**src/rtl/iir_pkg.sv**
```systemverilog
// Shared constants for the IIR filter output path: statistics counter width
// and helpers that give the signed saturation limits for an output width.
package iir_pkg;

   localparam int CNT_W = 16;
   localparam logic [CNT_W-1:0] CNT_MAX = '1;

   function automatic logic signed [63:0] sat_hi(input int w);
      return (64'sd1 <<< (w - 1)) - 64'sd1;
   endfunction

   function automatic logic signed [63:0] sat_lo(input int w);
      return -(64'sd1 <<< (w - 1));
   endfunction

endpackage

```
**src/rtl/iir_sync_fifo.sv**
```systemverilog
// Synchronous first-word fall-through FIFO; rd_data shows the head entry
// whenever the FIFO is non-empty and reads zero when empty.
module iir_sync_fifo #(
   parameter int WIDTH = 16,
   parameter int DEPTH = 8
) (
   input  logic                       clk,
   input  logic                       rst_n,
   input  logic                       push,
   input  logic                       pop,
   input  logic [WIDTH-1:0]           wr_data,
   output logic [WIDTH-1:0]           rd_data,
   output logic                       empty,
   output logic                       full,
   output logic [$clog2(DEPTH):0]     level
);

   localparam int AW = $clog2(DEPTH);
   localparam int LW = AW + 1;

   logic [WIDTH-1:0] mem [DEPTH];
   logic [AW-1:0]    wr_ptr;
   logic [AW-1:0]    rd_ptr;
   logic             do_push;
   logic             do_pop;

   assign empty   = (level == '0);
   assign full    = (level == LW'(DEPTH));
   assign do_pop  = pop && !empty;
   assign do_push = push && (!full || do_pop);
   assign rd_data = empty ? '0 : mem[rd_ptr];

   // Pointers wrap naturally because DEPTH is a power of two
   always_ff @(posedge clk or negedge rst_n) begin
      if (!rst_n) begin
         wr_ptr <= '0;
         rd_ptr <= '0;
         level  <= '0;
      end else begin
         if (do_push) wr_ptr <= wr_ptr + AW'(1);
         if (do_pop)  rd_ptr <= rd_ptr + AW'(1);
         if (do_push && !do_pop)      level <= level + LW'(1);
         else if (!do_push && do_pop) level <= level - LW'(1);
      end
   end

   always_ff @(posedge clk) begin
      if (do_push) mem[wr_ptr] <= wr_data;
   end

endmodule

```
**src/rtl/iir_output_stage.sv**
```systemverilog
// IIR output stage: aligns the input valid with the filter latency, saturates
// y to OUT_WIDTH, buffers results in a FIFO and keeps saturation/drop stats.
module iir_output_stage
   import iir_pkg::*;
#(
   parameter int DATA_WIDTH = 32,
   parameter int OUT_WIDTH  = 16,
   parameter int LATENCY    = 4,
   parameter int FIFO_DEPTH = 8
) (
   input  logic                          clk,
   input  logic                          rst_n,
   input  logic                          in_valid,
   input  logic signed [DATA_WIDTH-1:0]  y_in,
   output logic signed [OUT_WIDTH-1:0]   out_data,
   output logic                          out_valid,
   input  logic                          out_ready,
   input  logic                          clr_stats,
   output logic                          sat_sticky,
   output logic [CNT_W-1:0]              sat_count,
   output logic [CNT_W-1:0]              drop_count,
   output logic [$clog2(FIFO_DEPTH):0]   fifo_level
);

   localparam logic signed [63:0] Y_MAX = sat_hi(OUT_WIDTH);
   localparam logic signed [63:0] Y_MIN = sat_lo(OUT_WIDTH);

   function automatic logic is_sat(input logic signed [DATA_WIDTH-1:0] y);
      logic signed [63:0] y_ext;
      y_ext = 64'(y);
      return (y_ext > Y_MAX) || (y_ext < Y_MIN);
   endfunction

   function automatic logic signed [OUT_WIDTH-1:0] saturate(input logic signed [DATA_WIDTH-1:0] y);
      logic signed [63:0] y_ext;
      y_ext = 64'(y);
      if (y_ext > Y_MAX)      return OUT_WIDTH'(Y_MAX);
      else if (y_ext < Y_MIN) return OUT_WIDTH'(Y_MIN);
      else                    return y[OUT_WIDTH-1:0];
   endfunction

   logic [LATENCY-1:0]            vld_dly;
   logic                          vld_p0;
   logic                          sat_hit_p0;
   logic                          vld_p1;
   logic signed [OUT_WIDTH-1:0]   sat_p1;
   logic                          fifo_empty;
   logic                          fifo_full;
   logic [OUT_WIDTH-1:0]          fifo_rd;
   logic                          pop;
   logic                          push;
   logic                          drop;

   // Stage p0: valid tap lines up with the cycle y_in carries that sample
   assign vld_p0     = vld_dly[LATENCY-1];
   assign sat_hit_p0 = vld_p0 && is_sat(y_in);

   // Stage p1: saturation register feeding the FIFO write port
   always_ff @(posedge clk or negedge rst_n) begin
      if (!rst_n) begin
         vld_dly <= '0;
         vld_p1  <= 1'b0;
         sat_p1  <= '0;
      end else begin
         vld_dly <= (vld_dly << 1) | LATENCY'(in_valid);
         vld_p1  <= vld_p0;
         if (vld_p0) sat_p1 <= saturate(y_in);
      end
   end

   assign out_valid = !fifo_empty;
   assign out_data  = fifo_rd;
   assign pop       = out_valid && out_ready;
   assign push      = vld_p1 && (!fifo_full || pop);
   assign drop      = vld_p1 && fifo_full && !pop;

   iir_sync_fifo #(
      .WIDTH (OUT_WIDTH),
      .DEPTH (FIFO_DEPTH)
   ) u_fifo (
      .clk     (clk),
      .rst_n   (rst_n),
      .push    (push),
      .pop     (pop),
      .wr_data (sat_p1),
      .rd_data (fifo_rd),
      .empty   (fifo_empty),
      .full    (fifo_full),
      .level   (fifo_level)
   );

   // Clear takes priority over any increment in the same cycle
   always_ff @(posedge clk or negedge rst_n) begin
      if (!rst_n) begin
         sat_sticky <= 1'b0;
         sat_count  <= '0;
         drop_count <= '0;
      end else if (clr_stats) begin
         sat_sticky <= 1'b0;
         sat_count  <= '0;
         drop_count <= '0;
      end else begin
         if (sat_hit_p0) begin
            sat_sticky <= 1'b1;
            if (sat_count != CNT_MAX) sat_count <= sat_count + CNT_W'(1);
         end
         if (drop && (drop_count != CNT_MAX)) drop_count <= drop_count + CNT_W'(1);
      end
   end

endmodule

```
**config.mk**
```make
export PLATFORM = sky130hd
export DESIGN_NAME = iir_output_stage
export DESIGN_NICKNAME = d
export VERILOG_FILES = /design/src/rtl/iir_pkg.sv /design/src/rtl/iir_sync_fifo.sv /design/src/rtl/iir_output_stage.sv
export SDC_FILE = /design/constraint.sdc
export NUM_CORES = 1
export LEC_CHECK = 0
export ABC_AREA = 1
export BUFFER_PORTS_ARGS = -buffer_cell sky130_fd_sc_hd__buf_2
export CAP_MARGIN = 20
export CORE_MARGIN = 2
export CORE_UTILIZATION = 50
export DETAILED_ROUTE_END_ITERATION = 10
export PLACE_DENSITY = 0.78
export SLEW_MARGIN = 20
export SYNTH_ARGS = -nofsm -noshare
export SYNTH_HDL_FRONTEND = slang
export SYNTH_SLANG_ARGS = --single-unit
```
**constraint.sdc**
```tcl
create_clock -name clk -period 1.9 [get_ports clk]
set_input_delay 0.095 -clock clk [delete_from_list [all_inputs] [get_ports clk]]
set_output_delay 0.095 -clock clk [all_outputs]
set_load 0.01 [all_outputs]
```
==> impl_metrics.py, run 1 <==
metrics = {
    "floorplanning": {
        "die_w_um": 135,
        "dieArea_um2": 18100,
        "initial_utilization_pct": 51.2,
        "num_io_pins": 91,
        "floorplan.rows": 47,
        "core-area_um2": 16600,
        "fp.dieH_um": 135,
    },
    "drt": {
        "drt-vias-per-instance": 5.38,
        "drc_errors": 0,
        "detailedRoute.firstIterationViolations": 485,
        "num_vias": 6631,
        "drt_wl_total_mm": 20.5,
        "post_drt_wl_per_cell_um": 16.6,
        "drt_pre_antenna_iters": 5,
        "final_antenna_net_count": 0,
    },
    "placed_design": {
        "hpwlAfterDp_mm": 12.6,
        "globalplace.congestion": 0.858,
        "placement.cell_area_um2": 9550,
        "i_o_buffers": 90,
    },
    "sta": {
        "finClkSkew_ns": 0.00846,
        "final_period_minus_worst_setup_slack_ns": 2.16,
        "normalized_max_slew_margin_pct": 62.4,
        "worst-slew-pin-transition_ns": 0.560,
        "worst_slack_ns": -0.261,
        "whs_ns": 0.0569,
        "setup_repair_after_global_routing_missed_its_margin": "true",
        "max_freq_mhz": 463,
        "setup_violations": 20,
        "post-route-period-util_pct": 114,
        "timing.final.hold_violations": 0,
        "finalMaxSlewViolations": 0,
        "fin_tns_setup_ns": -3.05,
    },
    "critical_path": {
        "total_stage_count_of_the_critical_path": 14,
        "critPathKind": "register to register",
        "cpPeakStageDelay_ns": 0.42,
        "cp.required_ns": 2.28,
        "timing.critical_path.from_type": "register",
        "crit_fanout": 2,
        "setup.reg_to_reg.worst_slack_ns": -0.26,
        "critPathSlowestCell": "sky130_fd_sc_hd__dfrtp_2",
        "timing.critical_path.buf_inv": 5,
        "worstRegToRegCells": 14,
        "critPathArrivalTime_ns": 2.54,
        "critical-path-top-delay-family": "simple AND/OR/NAND/NOR gates",
        "crit_path_cell_trace": "nor2_4 > nand4_1 > nand2_1 > inv_2 > buf_6 > ha_4 > inv_4 > buf_6 > buf_6 > ha_4 > a21oi_2 > xor2_1 > nand2_1 > nand2_1",
        "worstSetupEndpointType": "register",
    },
    "status": {
        "violations": "setup timing",
        "status": "complete, but fails checks",
    },
    "synth": {
        "synth_area_um2": 8520,
        "syn-mean-instance-area_um2": 10.1,
        "postSynth.asyncResetShare_pct": 33.3,
        "yosys_warnings": 0,
        "synth_edf_count": 128,
        "synth_cell_type_count": 34,
        "syn_inst": 840,
        "mappedNetlistNets": 885,
        "yosys_register_bits": 192,
        "sequential_cell_area_fraction_in_the_yosys_report_pct": 63.9,
        "synthFlopType": "sky130_fd_sc_hd__edfxtp_1",
    },
    "grt": {
        "first_global_vias": 6378,
        "antenna_found_initial": 0,
        "grt.total_usage_pct": 22.9,
        "globalRoute.totalOverflow": 0,
        "grt_first_pass_wirelength_mm": 32.2,
        "grt_max_degree": 30,
    },
    "clock_network": {
        "clock_transition_time_at_the_flip_flop_clock_pins_of_the_worst_setup_and_hold_paths_ns": 0.07,
        "cts_made_buffers": 17,
        "cts.path.max_buffers": 2,
        "clock_latency_on_the_worst_skew_pair_ns": 0.43,
        "cts.sinks": 192,
        "cts-root-buf": "sky130_fd_sc_hd__clkbuf_16",
        "h-tree-depth": 4,
        "tritoncts": "done",
    },
    "pwr": {
        "power_density_nw_per_um2": 1320,
        "power_frac_comb_pct": 38.0,
        "vdd.ir_drop.worst_uv": 782,
        "net_switching_fraction_of_the_power_pct": 34.5,
        "power.clock.fraction_pct": 24.5,
        "power.total_w": 0.0143,
        "sequentialPowerShare_pct": 37.6,
        "net-switching-power_w": 0.00493,
        "p_leak_nw": 4.36,
        "intPower_w": 0.00936,
    },
    "flow_run": {
        "drv.max_cap_violation_count": 0,
    },
    "cells_and_area": {
        "drive_gt1_share_pct": 24.5,
        "n_antenna_cell": 0,
        "area_growth_pct": 27.6,
        "layout.filler_cells": 1234,
        "final_design_area_no_fill_um2": 10900,
        "final_net_count": 1045,
    },
    "worst_hold_path": {
        "whs_path_depth": 4,
        "min-delay-path-class": "input port to register",
    },
}
cell usage after synthesis (2+ instances only):
cell / n / share of area [%]
sky130_fd_sc_hd__a21oi_1: 2 / 0.12
sky130_fd_sc_hd__a31oi_1: 16 / 1.2
sky130_fd_sc_hd__buf_2: 4 / 0.24
sky130_fd_sc_hd__buf_6: 2 / 0.26
sky130_fd_sc_hd__clkbuf_1: 29 / 1.3
sky130_fd_sc_hd__dfrtp_1: 64 / 19
sky130_fd_sc_hd__edfxtp_1: 128 / 45
sky130_fd_sc_hd__ha_1: 7 / 1.0
sky130_fd_sc_hd__inv_1: 52 / 2.3
sky130_fd_sc_hd__inv_2: 5 / 0.22
sky130_fd_sc_hd__nand2_1: 123 / 5.4
sky130_fd_sc_hd__nand2_2: 3 / 0.22
sky130_fd_sc_hd__nand3_1: 35 / 2.1
sky130_fd_sc_hd__nand3_4: 2 / 0.41
sky130_fd_sc_hd__nand4_1: 9 / 0.66
sky130_fd_sc_hd__nor2_1: 166 / 7.3
sky130_fd_sc_hd__nor2_4: 2 / 0.26
sky130_fd_sc_hd__nor3_1: 15 / 0.88
sky130_fd_sc_hd__nor3b_1: 2 / 0.18
sky130_fd_sc_hd__o21ai_0: 108 / 6.3
sky130_fd_sc_hd__o21ai_1: 17 / 1.0
sky130_fd_sc_hd__o22ai_1: 16 / 1.2
sky130_fd_sc_hd__xnor2_1: 3 / 0.31
sky130_fd_sc_hd__xor2_1: 20 / 2.1
area by class of cell:
cell class	instances	area [µm²]	share of cell area, %
Inverter	57	228	2.10
Clock inverter	12	135	1.24
Timing Repair Buffer	176	1430	13.2
Tap cell	220	275	2.53
Clock buffer	20	447	4.11
Sequential cell	192	5450	50.2
Multi-Input combinational cell	556	2900	26.7
kinds of logic after synthesis:
family          Yosys count  synth area share [%]
compound gates          162                  10.1
xor+xnor                 23                  2.37
fa+ha+maj                 8                  1.26
buf+inv                  92                  4.29
flops                   192                  63.9
mux                       1                 0.132
simple gates            362                  17.9
final timing paths:
kind,startpoint,to
hold / removal,clr_stats,sat_count[4]
setup reg to reg,u_fifo.level[0],u_fifo.level[3]
setup / recovery,u_fifo.level[0],u_fifo.level[3]
min in group asynchronous,rst_n,drop_count[14]
max in group asynchronous,rst_n,u_fifo.wr_ptr[2]
hold reg to reg,vld_dly[2],vld_dly[3]
layer usage:
metal / global-route usage [%] / up-vias / share of wire [%]
met5: 0 / - / 0
met4: 7.49 / 0 / 1.4
met3: 4.58 / 30 / 6.0
met2: 39.1 / 209 / 51
met1: 29.5 / 3200 / 42
li1: - / 3192 / -
sequential cells by signal, indices dropped and copies added (netlist names):
register       count
u_fifo.level       4
sat_sticky         1
vld_p1             1
u_fifo.rd_ptr      3
sat_p1            16
u_fifo.wr_ptr      3
u_fifo.mem       128
sat_count         16
vld_dly            4
drop_count        16
power groups by stage:
stage / sequential [W] / clock [W] / combinational [W]
after floorplan: 0.00540 / 0 / 0.00248
after global placement: 0.00538 / 0 / 0.00410
after detailed placement: 0.00541 / 0 / 0.00419
after CTS: 0.00534 / 0.00353 / 0.00479
after global routing: 0.00542 / 0.00370 / 0.00591
final: 0.00537 / 0.00349 / 0.00543
through the flow:
stage | util [%] | cells | setup WS, ns
floorplan | - | 840 | -0.162
global placement | 57.4 | 1161 | -0.137
detailed placement | 57.4 | 1161 | -0.203
CTS | 63.5 | 1218 | -0.186
global route | 65.3 | 1233 | -0.409
finish | 65.3 | 1233 | -0.261
tightest hold or removal path, cell delays in order:
cell and delay (ns):
sky130_fd_sc_hd__buf_2 0.09, sky130_fd_sc_hd__inv_2 0.11, sky130_fd_sc_hd__nand3_1 0.11, sky130_fd_sc_hd__nand2_1 0.05
cell usage in the layout, fill, tap and decap left out, types with 3 or more instances in the layout:
cell type,netlist,final
sky130_fd_sc_hd__nor2_1,166,157
sky130_fd_sc_hd__edfxtp_1,128,128
sky130_fd_sc_hd__nand2_1,123,122
sky130_fd_sc_hd__o21ai_0,108,89
sky130_fd_sc_hd__buf_2,4,89
sky130_fd_sc_hd__dfrtp_1,64,60
sky130_fd_sc_hd__inv_1,52,46
sky130_fd_sc_hd__buf_4,0,37
sky130_fd_sc_hd__nand3_1,35,35
sky130_fd_sc_hd__o21ai_1,17,22
sky130_fd_sc_hd__xor2_1,20,20
sky130_fd_sc_hd__clkbuf_16,0,20
sky130_fd_sc_hd__dlygate4sd3_1,0,18
sky130_fd_sc_hd__o22ai_1,16,16
sky130_fd_sc_hd__nor3_1,15,15
sky130_fd_sc_hd__a31oi_1,16,14
sky130_fd_sc_hd__buf_6,2,14
sky130_fd_sc_hd__buf_12,0,14
sky130_fd_sc_hd__o21ai_2,0,13
sky130_fd_sc_hd__nand4_1,9,9
sky130_fd_sc_hd__nor2_4,2,9
sky130_fd_sc_hd__inv_2,5,7
sky130_fd_sc_hd__clkinvlp_4,0,4
sky130_fd_sc_hd__clkinv_4,0,4
sky130_fd_sc_hd__dfrtp_2,0,4
sky130_fd_sc_hd__nand2_2,3,3
sky130_fd_sc_hd__ha_4,0,3
sky130_fd_sc_hd__ha_1,7,3
what timing repair did:
action                                 CTS  global route
setup buffers                            7            12
endpoints found under the hold margin   65             0
hold buffers                            18             0
gates cloned                             0             3
setup endpoints to repair               84            97
resized for setup                       66            22
pin swaps                               12            12
Power figures use the tool's default switching activity.
==> inputs of run 2 (changes only) <==
--- a/config.mk
+++ b/config.mk
@@ -8,10 +8,12 @@
 export ABC_AREA = 1
 export BUFFER_PORTS_ARGS = -buffer_cell sky130_fd_sc_hd__buf_2
 export CAP_MARGIN = 20
+export CELL_PAD_IN_SITES_DETAIL_PLACEMENT = 1
+export CELL_PAD_IN_SITES_GLOBAL_PLACEMENT = 1
 export CORE_MARGIN = 2
-export CORE_UTILIZATION = 50
+export CORE_UTILIZATION = 42
 export DETAILED_ROUTE_END_ITERATION = 10
-export PLACE_DENSITY = 0.78
+export PLACE_DENSITY = 0.83
 export SLEW_MARGIN = 20
 export SYNTH_ARGS = -nofsm -noshare
 export SYNTH_HDL_FRONTEND = slang
==> impl_metrics.py, run 2 (synthesized netlist as in run 1, its figures left out) <==
metrics = {
    "floorplanning": {
        "die_w_um": 146,
        "floorplan.rows": 52,
        "dieArea_um2": 21400,
        "fp.dieH_um": 146,
        "core-area_um2": 20000,
        "initial_utilization_pct": 42.5,
        "num_io_pins": 91,
    },
    "sta": {
        "setup_violations": 20,
        "worst-slew-pin-transition_ns": 0.682,
        "max_freq_mhz": 459,
        "setup_repair_after_global_routing_missed_its_margin": "true",
        "normalized_max_slew_margin_pct": 54.4,
        "finalMaxSlewViolations": 0,
        "final_period_minus_worst_setup_slack_ns": 2.18,
        "worst_slack_ns": -0.277,
        "finClkSkew_ns": 0.0128,
        "timing.final.hold_violations": 0,
        "post-route-period-util_pct": 115,
    },
    "critical_path": {
        "critPathKind": "register to primary output",
        "critPathArrivalTime_ns": 2.08,
        "worstSetupEndpointType": "primary output",
        "cp.required_ns": 1.80,
        "cp_common_cell": "sky130_fd_sc_hd__o21ai_0",
        "cpPeakStageDelay_ns": 0.51,
        "critPathSlowestCell": "sky130_fd_sc_hd__dfrtp_2",
        "rr_startpoint": "u_fifo.level[1]",
        "worstReg2RegEnd": "u_fifo.level[3]",
        "crit_fanout": 11,
        "crit_path_cell_trace": "buf_12 > o21ai_0 > o22ai_1 > o21ai_0 > a31oi_1 > buf_2",
        "setup.reg_to_reg.worst_slack_ns": -0.16,
        "worstRegToRegCells": 12,
        "timing.critical_path.buf_inv": 2,
        "timing.critical_path.from_type": "register",
        "critical-path-top-delay-family": "compound AO/OA/AOI/OAI gates",
    },
    "drt": {
        "drc_errors": 0,
        "num_vias": 6994,
        "drt_wl_total_mm": 27.0,
        "drt_pre_antenna_iters": 5,
        "post_drt_wl_per_cell_um": 21.1,
        "detailedRoute.firstIterationViolations": 501,
        "final_antenna_net_count": 0,
        "drt-vias-per-instance": 5.46,
    },
    "clock_network": {
        "cts.sinks": 192,
        "cts.path.max_buffers": 2,
        "clock_latency_on_the_worst_skew_pair_ns": 0.44,
        "tritoncts": "done",
        "cts-root-buf": "sky130_fd_sc_hd__clkbuf_16",
        "cts_made_buffers": 17,
        "h-tree-depth": 4,
        "clock_transition_time_at_the_flip_flop_clock_pins_of_the_worst_setup_and_hold_paths_ns": 0.07,
    },
    "flow_run": {
        "drv.max_cap_violation_count": 0,
    },
    "grt": {
        "grt_max_degree": 65,
        "met2_capacity_usage_during_global_routing_pct": 46.3,
        "globalRoute.totalOverflow": 0,
        "top_usage_layer_grt": "met2",
        "grt_first_pass_wirelength_mm": 41.8,
        "gr-usage-met1_pct": 30.3,
        "first_global_vias": 7573,
        "routing_usage_on_met3_pct": 3.44,
        "grt.total_usage_pct": 25.3,
        "antenna_found_initial": 0,
    },
    "cells_and_area": {
        "mostFrequentLayoutCells": "sky130_fd_sc_hd__nor2_1 (153), sky130_fd_sc_hd__edfxtp_1 (128), sky130_fd_sc_hd__nand2_1 (117)",
        "area_growth_pct": 28.1,
        "drive_gt1_share_pct": 26.1,
        "final_net_count": 1044,
        "final_design_area_no_fill_um2": 10900,
        "final_core_utilization_pct": 54.5,
        "max_reg_flops": 128,
        "layout.filler_cells": 2219,
        "n_antenna_cell": 0,
        "largest-register": "u_fifo.mem",
        "mostFrequentLayoutCell": "sky130_fd_sc_hd__nor2_1",
    },
    "placed_design": {
        "hpwlAfterDp_mm": 16.0,
        "place_ws_ns": -0.324,
        "globalplace.congestion": 0.816,
        "i_o_buffers": 90,
        "placement.cell_area_um2": 9600,
    },
    "pwr": {
        "vdd.ir_drop.worst_uv": 719,
        "power_density_nw_per_um2": 1360,
        "p_leak_nw": 4.35,
    },
    "worst_hold_path": {
        "min-delay-path-class": "input port to register",
        "min_delay_worst_endpoint": "sat_p1[9]",
        "whs_path_depth": 3,
        "holdCritStartpoint": "y_in[9]",
    },
    "status": {
        "violations": "setup timing",
        "status": "complete, but fails checks",
    },
}
run 2: how the worst max path moves through the flow:
| stage | cells after the start | endpoint | from | slack [ns] |
|---|---|---|---|---|
| final | 6 | out_data[13] | u_fifo.rd_ptr[0] | -0.28 |
| after global routing | 7 | out_data[14] | u_fifo.rd_ptr[0] | -0.34 |
| after CTS | 6 | out_data[13] | u_fifo.rd_ptr[0] | -0.19 |
| after detailed placement | 6 | u_fifo.mem[1][7] | u_fifo.level[2] | -0.32 |
| after global placement | 6 | u_fifo.mem[1][7] | u_fifo.level[2] | -0.11 |
| after floorplan | 5 | u_fifo.mem[0][0] | u_fifo.level[2] | -0.16 |
run 2: metrics by stage:
step | cells | power, W | setup TNS [ns] | hold slack [ns]
2_1_floorplan | 840 | 0.00787 | -10.37 | -0.201
3_3_place_gp | 1213 | 0.00953 | -3.21 | 0.135
3_5_place_dp | 1213 | 0.00985 | -11.67 | 0.134
4_1_cts | 1271 | 0.0141 | -2.62 | 0.00275
5_1_grt | 1282 | 0.0156 | -5.15 | 0.0239
6_report | 1282 | 0.0149 | -3.36 | 0.0249
run 2: routing by layer:
| layer | share of wire [%] | vias to the layer above |
|---|---|---|
| li1 | - | 3189 |
| met4 | 2.5 | 0 |
| met2 | 54 | 231 |
| met5 | 0 | - |
| met3 | 5.1 | 54 |
| met1 | 39 | 3520 |
run 2: worst min-delay path, stage by stage:
cell and delay, ns:
sky130_fd_sc_hd__buf_2 0.08, sky130_fd_sc_hd__o21ai_0 0.10, sky130_fd_sc_hd__o21ai_0 0.14
run 2: area by class of cell:
cell class                      instances  area (µm²)  share of cell area (%)
Sequential cell                       192        5450                    50.0
Multi-Input combinational cell        556        2970                    27.2
Timing Repair Buffer                  175        1320                    12.1
Clock buffer                           18         429                    3.93
Tap cell                              270         338                    3.10
Inverter                               57         235                    2.16
Clock inverter                         14         166                    1.53
run 2: timing repair:
| item | CTS | global route |
|---|---|---|
| endpoints found under the setup margin | 84 | 139 |
| hold buffers | 17 | 0 |
| hold endpoints to repair | 80 | 0 |
| gates cloned | 1 | 2 |
| gates resized for setup | 56 | 61 |
| buffers inserted | 8 | 11 |
| pin swaps | 8 | 14 |
run 2: power breakdown:
group | switching, W | internal, W | total (W)
sequential | 0.000360 | 0.00507 | 0.00543
clock | 0.00162 | 0.00207 | 0.00369
combinational | 0.00348 | 0.00229 | 0.00577
total | 0.00546 | 0.00943 | 0.0149
==> inputs of run 3 (changes only) <==
--- a/config.mk
+++ b/config.mk
@@ -14,6 +14,7 @@
 export CORE_UTILIZATION = 42
 export DETAILED_ROUTE_END_ITERATION = 10
 export PLACE_DENSITY = 0.83
+export RECOVER_POWER = 100
 export SLEW_MARGIN = 20
 export SYNTH_ARGS = -nofsm -noshare
 export SYNTH_HDL_FRONTEND = slang
==> impl_metrics.py, run 3 (synthesized netlist as in run 1, its figures left out) <==
metrics = {
    "status": {
        "status": "complete, but fails checks",
        "violations": "setup timing",
    },
    "floorplanning": {
        "core-area_um2": 20000,
        "dieArea_um2": 21400,
        "floorplan.rows": 52,
        "fp.dieH_um": 146,
        "initial_utilization_pct": 42.5,
        "die_w_um": 146,
        "num_io_pins": 91,
    },
    "critical_path": {
        "timing.critical_path.buf_inv": 2,
        "crit_path_cell_trace": "buf_12 > o21ai_0 > o22ai_1 > o21ai_0 > a31oi_1 > buf_2",
        "critical-path-top-delay-family": "compound AO/OA/AOI/OAI gates",
        "worstSetupEndpointType": "primary output",
        "cpPeakStageDelay_ns": 0.51,
        "cp.required_ns": 1.80,
        "critPathKind": "register to primary output",
        "cp_common_cell": "sky130_fd_sc_hd__o21ai_0",
        "critPathSlowestCell": "sky130_fd_sc_hd__dfrtp_2",
        "critPathArrivalTime_ns": 2.07,
        "timing.critical_path.from_type": "register",
        "crit_fanout": 11,
    },
    "grt": {
        "first_global_vias": 7573,
        "grt_first_pass_wirelength_mm": 41.8,
        "globalRoute.totalOverflow": 0,
        "met2_capacity_usage_during_global_routing_pct": 46.3,
        "grt_max_degree": 65,
        "gr-usage-met1_pct": 30.3,
        "top_usage_layer_grt": "met2",
        "grt.total_usage_pct": 25.3,
        "antenna_found_initial": 0,
        "routing_usage_on_met3_pct": 3.44,
    },
    "sta": {
        "post-route-period-util_pct": 114,
        "setup_repair_after_global_routing_missed_its_margin": "true",
        "worst-slew-pin-transition_ns": 1.50,
        "finalMaxSlewViolations": 0,
        "final_period_minus_worst_setup_slack_ns": 2.16,
        "worst_slack_ns": -0.264,
        "max_freq_mhz": 462,
        "normalized_max_slew_margin_pct": 0.115,
        "finClkSkew_ns": 0.0117,
        "timing.final.hold_violations": 0,
        "setup_violations": 83,
    },
    "pwr": {
        "power_density_nw_per_um2": 1370,
        "power.total_w": 0.0149,
        "vdd.ir_drop.worst_uv": 718,
        "p_leak_nw": 4.20,
    },
    "placed_design": {
        "i_o_buffers": 90,
        "globalplace.congestion": 0.816,
        "hpwlAfterDp_mm": 16.0,
        "place_ws_ns": -0.324,
    },
    "cells_and_area": {
        "area.sequential_um2": 5450,
        "final_core_utilization_pct": 54.1,
        "mostFrequentLayoutCell": "sky130_fd_sc_hd__nor2_1",
        "area_growth_pct": 27.2,
        "layout.filler_cells": 2233,
        "max_reg_flops": 128,
        "n_antenna_cell": 0,
        "multiInputGateArea_um2": 2970,
        "largest-register": "u_fifo.mem",
        "final_net_count": 1044,
        "drive_gt1_share_pct": 22.4,
        "mostFrequentLayoutCells": "sky130_fd_sc_hd__nor2_1 (153), sky130_fd_sc_hd__edfxtp_1 (128), sky130_fd_sc_hd__nand2_1 (117)",
    },
    "clock_network": {
        "h-tree-depth": 4,
        "clock_latency_on_the_worst_skew_pair_ns": 0.44,
        "cts.path.max_buffers": 2,
        "cts-root-buf": "sky130_fd_sc_hd__clkbuf_16",
        "cts.sinks": 192,
        "tritoncts": "done",
        "clock_transition_time_at_the_flip_flop_clock_pins_of_the_worst_setup_and_hold_paths_ns": 0.07,
        "cts_made_buffers": 17,
    },
    "drt": {
        "post_drt_wl_per_cell_um": 21.0,
        "num_vias": 6988,
        "drt-vias-per-instance": 5.45,
        "final_antenna_net_count": 0,
        "drt_pre_antenna_iters": 4,
        "drt_wl_total_mm": 26.9,
        "detailedRoute.firstIterationViolations": 478,
        "drc_errors": 0,
    },
    "flow_run": {
        "drv.max_cap_violation_count": 0,
    },
    "worst_hold_path": {
        "min-delay-path-class": "input port to register",
    },
}
## run 3: cell count changes in the layout (fill, tap and decap cells not counted)
cell                       previous run  this run
sky130_fd_sc_hd__or2_2                1         0
sky130_fd_sc_hd__buf_2               88        60
sky130_fd_sc_hd__dfrtp_1             59        60
sky130_fd_sc_hd__or2_0                0         1
sky130_fd_sc_hd__dfrtp_2              5         4
sky130_fd_sc_hd__buf_4               46        40
sky130_fd_sc_hd__buf_12               7         6
sky130_fd_sc_hd__clkbuf_1             1        36
## run 3: what timing repair did
| item | CTS | global route |
|---|---|---|
| buffers inserted | 8 | 11 |
| resized for setup | 56 | 61 |
| endpoints found under the setup margin | 84 | 139 |
| hold buffers | 17 | 0 |
| hold endpoints to repair | 80 | 0 |
| pin swaps | 8 | 14 |
| gates cloned | 1 | 2 |
## run 3: worst paths after layout
check / startpoint / to / slack [ns] / cells past startpoint
max reg2reg: u_fifo.level[1] / u_fifo.level[3] / -0.16 / 12
max: u_fifo.rd_ptr[0] / out_data[13] / -0.26 / 6
min in group asynchronous: rst_n / drop_count[9] / 0.63 / 3
min reg2reg: vld_dly[0] / vld_dly[1] / 0.35 / 0
max in group asynchronous: rst_n / u_fifo.level[0] / 0.24 / 3
min: y_in[9] / sat_p1[9] / 0.02 / 3
## run 3: where the power goes
| part | leakage [nW] | total, W | switching (W) | internal, W |
|---|---|---|---|---|
| combinational | 1.91 | 0.00575 | 0.00348 | 0.00226 |
| clock | 0.282 | 0.00368 | 0.00161 | 0.00207 |
| sequential | 2.01 | 0.00543 | 0.000355 | 0.00507 |
## run 3: stage by stage
step / std cells / TNS (ns) / hold slack [ns] / instance area (µm²)
2_1_floorplan: 840 / -10.37 / -0.201 / 8540
3_3_place_gp: 1213 / -3.21 / 0.135 / 9600
3_5_place_dp: 1213 / -11.67 / 0.134 / 9600
4_1_cts: 1271 / -2.62 / 0.00275 / 10600
6_report: 1282 / -5.38 / 0.0238 / 10800
5_1_grt: 1282 / -14.33 / 0.0239 / 10800
## run 3: layout make-up
| type | instances | area share, % |
|---|---|---|
| clock buffers | 18 | 3.96 |
| clock inverters | 14 | 1.54 |
| inverters | 57 | 2.17 |
| multi-input cells | 556 | 27.4 |
| flip-flops and latches | 192 | 50.3 |
| well taps | 270 | 3.12 |
| repair buffers | 175 | 11.5 |
## run 3: worst reg2reg max path: stages (launching register included)
cell	delay, ns
sky130_fd_sc_hd__dfrtp_2	0.43
sky130_fd_sc_hd__nor2_4	0.13
sky130_fd_sc_hd__nand4_1	0.16
sky130_fd_sc_hd__nand2_2	0.15
sky130_fd_sc_hd__inv_4	0.06
sky130_fd_sc_hd__ha_4	0.17
sky130_fd_sc_hd__inv_4	0.08
sky130_fd_sc_hd__ha_4	0.19
sky130_fd_sc_hd__a21o_1	0.16
sky130_fd_sc_hd__a21oi_2	0.12
sky130_fd_sc_hd__xor2_1	0.19
sky130_fd_sc_hd__nand2_1	0.08
sky130_fd_sc_hd__nand2_1	0.07
## run 3: routing by layer
metal	up-vias	share of wire, %	wire [µm]
li1	3180	-	-
met2	227	54	14500
met5	-	0	0
met1	3529	39	10400
met3	52	4.9	1320
met4	0	2.5	661
